--- src/rtl/traffic_pkg.sv ---
// Shared constants and types for the traffic sensor conditioning stage.
// Debouncer state enum is only used when SENSOR_DEBOUNCE_EN is defined.
package traffic_pkg;

   localparam int COUNT_WIDTH = 4;
   localparam logic [COUNT_WIDTH-1:0] COUNT_MAX = 4'd15;

   localparam int NUM_STREETS = 2;
   localparam int STREET_H    = 0;
   localparam int STREET_V    = 1;

   typedef enum logic [1:0] {
      LOW,
      RISE_WAIT,
      HIGH,
      FALL_WAIT
   } deb_state_e;

   // Saturating increment of a per-street vehicle count.
   function automatic logic [COUNT_WIDTH-1:0] sat_inc(input logic [COUNT_WIDTH-1:0] v);
      return (v == COUNT_MAX) ? COUNT_MAX : v + COUNT_WIDTH'(1);
   endfunction

endpackage

--- src/rtl/traffic_sensor_counter_debouncer.sv ---
// Per-street conditioning: 2-flop synchronizer, optional debounce FSM
// (SENSOR_DEBOUNCE_EN) and a one-cycle pulse per detected vehicle arrival.
module sensor_debouncer
   import traffic_pkg::*;
#(
   parameter int DEBOUNCE_CYCLES = 4
) (
   input  logic clock,
   input  logic reset,
   input  logic sensor_raw,
   output logic rise_pulse
);

   if (DEBOUNCE_CYCLES < 1) begin : g_bad_debounce
      $error("DEBOUNCE_CYCLES must be >= 1");
   end

   logic sync1_q, sync1_d;
   logic sync2_q, sync2_d;

   always_comb begin
      sync1_d = sensor_raw;
      sync2_d = sync1_q;
   end

   always_ff @(posedge clock) begin
      if (reset) begin
         sync1_q <= 1'b0;
         sync2_q <= 1'b0;
      end else begin
         sync1_q <= sync1_d;
         sync2_q <= sync2_d;
      end
   end

`ifdef SENSOR_DEBOUNCE_EN
   localparam int CNT_W = $clog2(DEBOUNCE_CYCLES + 1);
   localparam logic [CNT_W-1:0] CNT_TGT = CNT_W'(DEBOUNCE_CYCLES);

   deb_state_e       state_q, state_d;
   logic [CNT_W-1:0] cnt_q, cnt_d;

   // cnt_q holds the number of consecutive samples seen at the opposite level;
   // the level flips on the next agreeing sample once it reaches the target.
   always_comb begin
      state_d    = state_q;
      cnt_d      = cnt_q;
      rise_pulse = 1'b0;
      case (state_q)
         LOW: begin
            if (sync2_q) begin
               state_d = RISE_WAIT;
               cnt_d   = CNT_W'(1);
            end
         end
         RISE_WAIT: begin
            if (!sync2_q) begin
               state_d = LOW;
               cnt_d   = '0;
            end else if (cnt_q >= CNT_TGT) begin
               state_d    = HIGH;
               cnt_d      = '0;
               rise_pulse = 1'b1;
            end else begin
               cnt_d = cnt_q + CNT_W'(1);
            end
         end
         HIGH: begin
            if (!sync2_q) begin
               state_d = FALL_WAIT;
               cnt_d   = CNT_W'(1);
            end
         end
         FALL_WAIT: begin
            if (sync2_q) begin
               state_d = HIGH;
               cnt_d   = '0;
            end else if (cnt_q >= CNT_TGT) begin
               state_d = LOW;
               cnt_d   = '0;
            end else begin
               cnt_d = cnt_q + CNT_W'(1);
            end
         end
         default: begin
            state_d = LOW;
            cnt_d   = '0;
         end
      endcase
   end

   always_ff @(posedge clock) begin
      if (reset) begin
         state_q <= LOW;
         cnt_q   <= '0;
      end else begin
         state_q <= state_d;
         cnt_q   <= cnt_d;
      end
   end
`else
   logic prev_q, prev_d;

   always_comb begin
      prev_d     = sync2_q;
      rise_pulse = sync2_q & ~prev_q;
   end

   always_ff @(posedge clock) begin
      if (reset) prev_q <= 1'b0;
      else       prev_q <= prev_d;
   end
`endif

endmodule

--- src/rtl/traffic_sensor_counter.sv ---
// Vehicle arrival counter for both streets over a fixed sampling window.
// Debouncing is enabled by defining SENSOR_DEBOUNCE_EN.
module traffic_sensor_counter
   import traffic_pkg::*;
#(
   parameter int WINDOW_CYCLES   = 1000,
   parameter int DEBOUNCE_CYCLES = 4
) (
   input  logic       clock,
   input  logic       reset,
   input  logic       sensor_Street_0,
   input  logic       sensor_Street_1,
   input  logic       police_Interrupt,
   output logic [3:0] traffic_Street_0,
   output logic [3:0] traffic_Street_1,
   output logic       count_Valid,
   output logic [1:0] overflow
);

   if (WINDOW_CYCLES < 2) begin : g_bad_window
      $error("WINDOW_CYCLES must be >= 2");
   end

   localparam int WIN_W = $clog2(WINDOW_CYCLES);
   localparam logic [WIN_W-1:0] WIN_LAST = WIN_W'(WINDOW_CYCLES - 1);

   logic [NUM_STREETS-1:0] sensor_raw;
   logic [NUM_STREETS-1:0] rise;

   assign sensor_raw[STREET_H] = sensor_Street_0;
   assign sensor_raw[STREET_V] = sensor_Street_1;

   for (genvar i = 0; i < NUM_STREETS; i++) begin : g_street
      sensor_debouncer #(
         .DEBOUNCE_CYCLES(DEBOUNCE_CYCLES)
      ) u_deb (
         .clock     (clock),
         .reset     (reset),
         .sensor_raw(sensor_raw[i]),
         .rise_pulse(rise[i])
      );
   end

   logic [NUM_STREETS-1:0][COUNT_WIDTH-1:0] acc_q, acc_d, acc_upd;
   logic [NUM_STREETS-1:0][COUNT_WIDTH-1:0] traffic_q, traffic_d;
   logic [NUM_STREETS-1:0]                  sat_q, sat_d, sat_upd;
   logic [NUM_STREETS-1:0]                  ovf_q, ovf_d;
   logic [WIN_W-1:0]                        win_q, win_d;
   logic                                    valid_q, valid_d;
   logic                                    terminal;

   always_comb begin
      acc_upd   = acc_q;
      sat_upd   = sat_q;
      acc_d     = acc_q;
      sat_d     = sat_q;
      traffic_d = traffic_q;
      ovf_d     = ovf_q;
      win_d     = win_q;
      valid_d   = 1'b0;
      terminal  = (win_q == WIN_LAST) && !police_Interrupt;

      for (int i = 0; i < NUM_STREETS; i++) begin
         if (rise[i]) begin
            acc_upd[i] = sat_inc(acc_q[i]);
            if (acc_q[i] == COUNT_MAX) sat_upd[i] = 1'b1;
         end
      end

      acc_d = acc_upd;
      sat_d = sat_upd;

      // Publish uses the updated values so a vehicle on the terminal cycle lands in this window.
      if (terminal) begin
         traffic_d = acc_upd;
         ovf_d     = sat_upd;
         valid_d   = 1'b1;
         acc_d     = '0;
         sat_d     = '0;
         win_d     = '0;
      end else if (!police_Interrupt) begin
         win_d = win_q + WIN_W'(1);
      end
   end

   always_ff @(posedge clock) begin
      if (reset) begin
         acc_q     <= '0;
         sat_q     <= '0;
         traffic_q <= '0;
         ovf_q     <= '0;
         win_q     <= '0;
         valid_q   <= 1'b0;
      end else begin
         acc_q     <= acc_d;
         sat_q     <= sat_d;
         traffic_q <= traffic_d;
         ovf_q     <= ovf_d;
         win_q     <= win_d;
         valid_q   <= valid_d;
      end
   end

   assign traffic_Street_0 = traffic_q[STREET_H];
   assign traffic_Street_1 = traffic_q[STREET_V];
   assign count_Valid      = valid_q;
   assign overflow         = ovf_q;

endmodule

--- config.mk ---
export PLATFORM = sky130hd
export DESIGN_NAME = traffic_sensor_counter
export DESIGN_NICKNAME = d
export VERILOG_FILES = /design/src/rtl/traffic_pkg.sv /design/src/rtl/traffic_sensor_counter_debouncer.sv /design/src/rtl/traffic_sensor_counter.sv
export SDC_FILE = /design/constraint.sdc
export NUM_CORES = 1
export LEC_CHECK = 0
export ABC_AREA = 1
export BUFFER_PORTS_ARGS = -buffer_cell sky130_fd_sc_hd__buf_2
export CORE_ASPECT_RATIO = 0.8
export CORE_MARGIN = 2
export CORE_UTILIZATION = 47
export CTS_BUF_LIST = sky130_fd_sc_hd__clkbuf_16
export CTS_CLUSTER_SIZE = 16
export DETAILED_ROUTE_END_ITERATION = 7
export PLACE_DENSITY = 0.7
export SYNTH_ARGS = -nofsm -noshare
export SYNTH_HDL_FRONTEND = slang
export SYNTH_SLANG_ARGS = --single-unit
--- constraint.sdc ---
create_clock -name clock -period 1.4 [get_ports clock]
set_input_delay 0.14 -clock clock [delete_from_list [all_inputs] [get_ports clock]]
set_output_delay 0.14 -clock clock [all_outputs]
set_load 0.01 [all_outputs]
==> results.json <==
{
  "status": "complete, no violations",
  "ant_nets": 0,
  "slew-limit-headroom_pct": 81.08,
  "initial_utilization_pct": 49.80,
  "nets": 241,
  "routed_wl_um": 2670,
  "tightest_slew_ns": 0.2809,
  "slew_viol_final": 0,
  "ys_seq_area_share_pct": 47.86,
  "place.gp.congestion": 0.7469,
  "yosysTopAreaCell": "dfxtp_1",
  "worstPathCellList": "ha_2, nand3_2, inv_2, nand3_4, nand2_4, inv_4, and2_1",
  "dr.pass1.iters": 4,
  "fin_crit_ns": 1.299,
  "cpMaxStageDelayCell": "dfxtp_1",
  "hp-class": "input port to flop",
  "finalSetupViolCount": 0,
  "yosysUniqueCellTypes": 26,
  "whs_endpoint": "g_street[0].u_deb.sync1_q$_SDFF_PP0_",
  "layout-area-overhead-vs-synth_pct": 19.64,
  "cp_max_fo": 16,
  "synthCells": 208,
  "fill_cells": 295,
  "ys_ff_latch": 37,
  "numPortBuffers": 15,
  "crit_path_end_kind": "flop",
  "clock_skew_ns": 0.005005,
  "cts_buffer_depth": 2,
  "final.period_utilization_pct": 92.80,
  "row_count": 18,
  "fmax_mhz": 769.7,
  "root_buffer": "clkbuf_16",
  "synth_nets": 216,
  "grt_pass1_wl_um": 4436,
  "wl_per_cell_um": 9.745,
  "dp_hpwl_um": 1984,
  "avgSynthCellArea_um2": 7.441,
  "whs_path_depth": 3,
  "via_count": 1244,
  "fp.dieW_um": 68.16,
  "antenna_found_initial": 0,
  "grt_pass1_vias": 1097,
  "io_pins": 16,
  "clk_latency_ns": 0.28,
  "leakage_nw": 0.8741,
  "critical-path-max-stage-delay_ns": 0.35,
  "path_clk_slew_ns": 0.05,
  "via_per_inst": 4.540,
  "cts_buffers": 5,
  "power_density_nw_per_um2": 1194,
  "initialDrtViolationCount": 68,
  "synth.cell_area_um2": 1548,
  "ff2ff_setup_slack_ns": 0.10,
  "route.detailed.drc": 0,
  "htree_levels": 2,
  "final_cell_mix": "63 x nand2_1, 37 x dfxtp_1, 27 x inv_1, 25 x nor2_1, 15 x buf_2",
  "path_class": "flop to flop",
  "synth_top_area_share_pct": 47.86,
  "cp-start-kind": "flop",
  "hold_viol_final": 0,
  "die_h_um": 55.33,
  "peakVddDrop_mv": 0.7673,
  "hold_start": "sensor_Street_0",
  "reg2reg_from": "win_q[1]$_SDFFE_PP0N_",
  "final_common_cell": "nand2_1",
  "grt_start_max_net_pins": 17,
  "r2r_end": "acc_q[7]$_SDFF_PP0_",
  "drv_cap": 0,
  "whs_ns": 0.06855,
  "synth_area_leaders": "dfxtp_1 48%, nand2_1 15%, inv_1 6.8%",
  "diodes": 0,
  "dieArea_um2": 3771,
  "numClockSinks": 37,
  "fin_util_pct": 59.58,
  "synth_warnings": 0,
  "core_area_um2": 3108,
  "arrival_ns": 1.47,
  "overflow": 0,
  "cts_tree": "done",
  "cp.required_ns": 1.57,
  "grtUsageTotal_pct": 15.64,
  "drive_gt1_share_pct": 17.95,
  "reg2reg_depth": 7
}
[critical path, delay by kind of cell (launching register included)]
family / cells / cell delay [ns]
and+or+nand+nor: 4 / 0.47
DFF: 1 / 0.35
buffers and inverters: 2 / 0.17
adders and majority gates: 1 / 0.19
[worst max-delay path by stage]
stage	from	endpoint	slack, ns	cells after the start
final	win_q[1]$_SDFFE_PP0N_	acc_q[7]$_SDFF_PP0_	0.10	7
after global routing	g_street[1].u_deb.prev_d$_SDFF_PP0_	acc_q[7]$_SDFF_PP0_	-0.002	7
after CTS	win_q[1]$_SDFFE_PP0N_	acc_q[7]$_SDFF_PP0_	0.03	7
after detailed placement	win_q[1]$_SDFFE_PP0N_	acc_q[3]$_SDFF_PP0_	0.05	7
after global placement	win_q[1]$_SDFFE_PP0N_	acc_q[7]$_SDFF_PP0_	0.09	7
after floorplan	win_q[0]$_SDFFE_PP0N_	traffic_Street_0[0]$_SDFFE_PP0P_	0.13	9
[power by group]
group	switching [mW]	internal, mW
Combinational	0.0533	0.0361
Sequential	0.0116	1.07
Clock	0.395	0.642
[kinds of logic (layout without fill, tap and decap cells)]
group / count (synthesis) / after routing / share of synthesized area, %
simple gates: 114 / 114 / 32.66
flops: 37 / 37 / 47.86
xor+xnor: 4 / 4 / 2.264
fa+ha+maj: 3 / 3 / 2.425
buf+inv: 34 / 60 / 9.620
compound gates: 16 / 16 / 5.173
[per-layer routing]
metal / up-vias / share of wire, % / GRT usage (%)
met1: 545 / 51 / 20.31
met3: 3 / 3.9 / 4.888
met5: - / 0 / 0
met2: 18 / 43 / 22.75
met4: 0 / 1.3 / 8.571
li1: 678 / - / -
[layout make-up]
type / instances / area (um2) / area share [%]
Multi-Input combinational cell: 137 / 680.7 / 36.76
Clock inverter: 3 / 12.51 / 0.6757
Sequential cell: 37 / 740.7 / 40.00
Clock buffer: 5 / 125.1 / 6.757
Inverter: 30 / 115.1 / 6.216
Tap cell: 40 / 50.05 / 2.703
Timing Repair Buffer: 22 / 127.6 / 6.892
[through the flow]
step                      instance area [um2]  worst slack (ns)   TNS [ns]  instances  power [mW]
final                                    1852            0.1008          0        274       2.211
after global routing                     1852         -0.002200  -0.002200        274       2.293
after CTS                                1814           0.03390          0        272       2.229
after detailed placement                 1677           0.05362          0        264       1.191
after global placement                   1677           0.09413          0        264       1.188
after floorplan                          1548            0.1335          0        208       1.168
[synth_stat cells (all sizes together)]
cell	count
dfxtp	37
xnor2	1
xor2	3
nand2	65
ha	3
a21oi	9
and2	4
nand3b	2
nor3	2
clkbuf	1
o21ai	7
inv	30
buf	3
nand3	5
or2	1
nor2	30
nand4	4
nor3b	1
[sequential cells by signal (all words and copies together), names as in the netlist]
register	cells
acc_q	8
count_Valid	1
g_street.u_deb.prev_d	2
g_street.u_deb.prev_q	2
g_street.u_deb.sync1_q	2
overflow	2
sat_q	2
traffic_Street_0	4
traffic_Street_1	4
win_q	10
[timing repair]
action / in CTS / in global routing
setup buffers: 0 / 2
resized for setup: 0 / 6
endpoints found under the setup margin: 0 / 16
hold buffers: 0 / 0
Power figures use the tool's default switching activity.
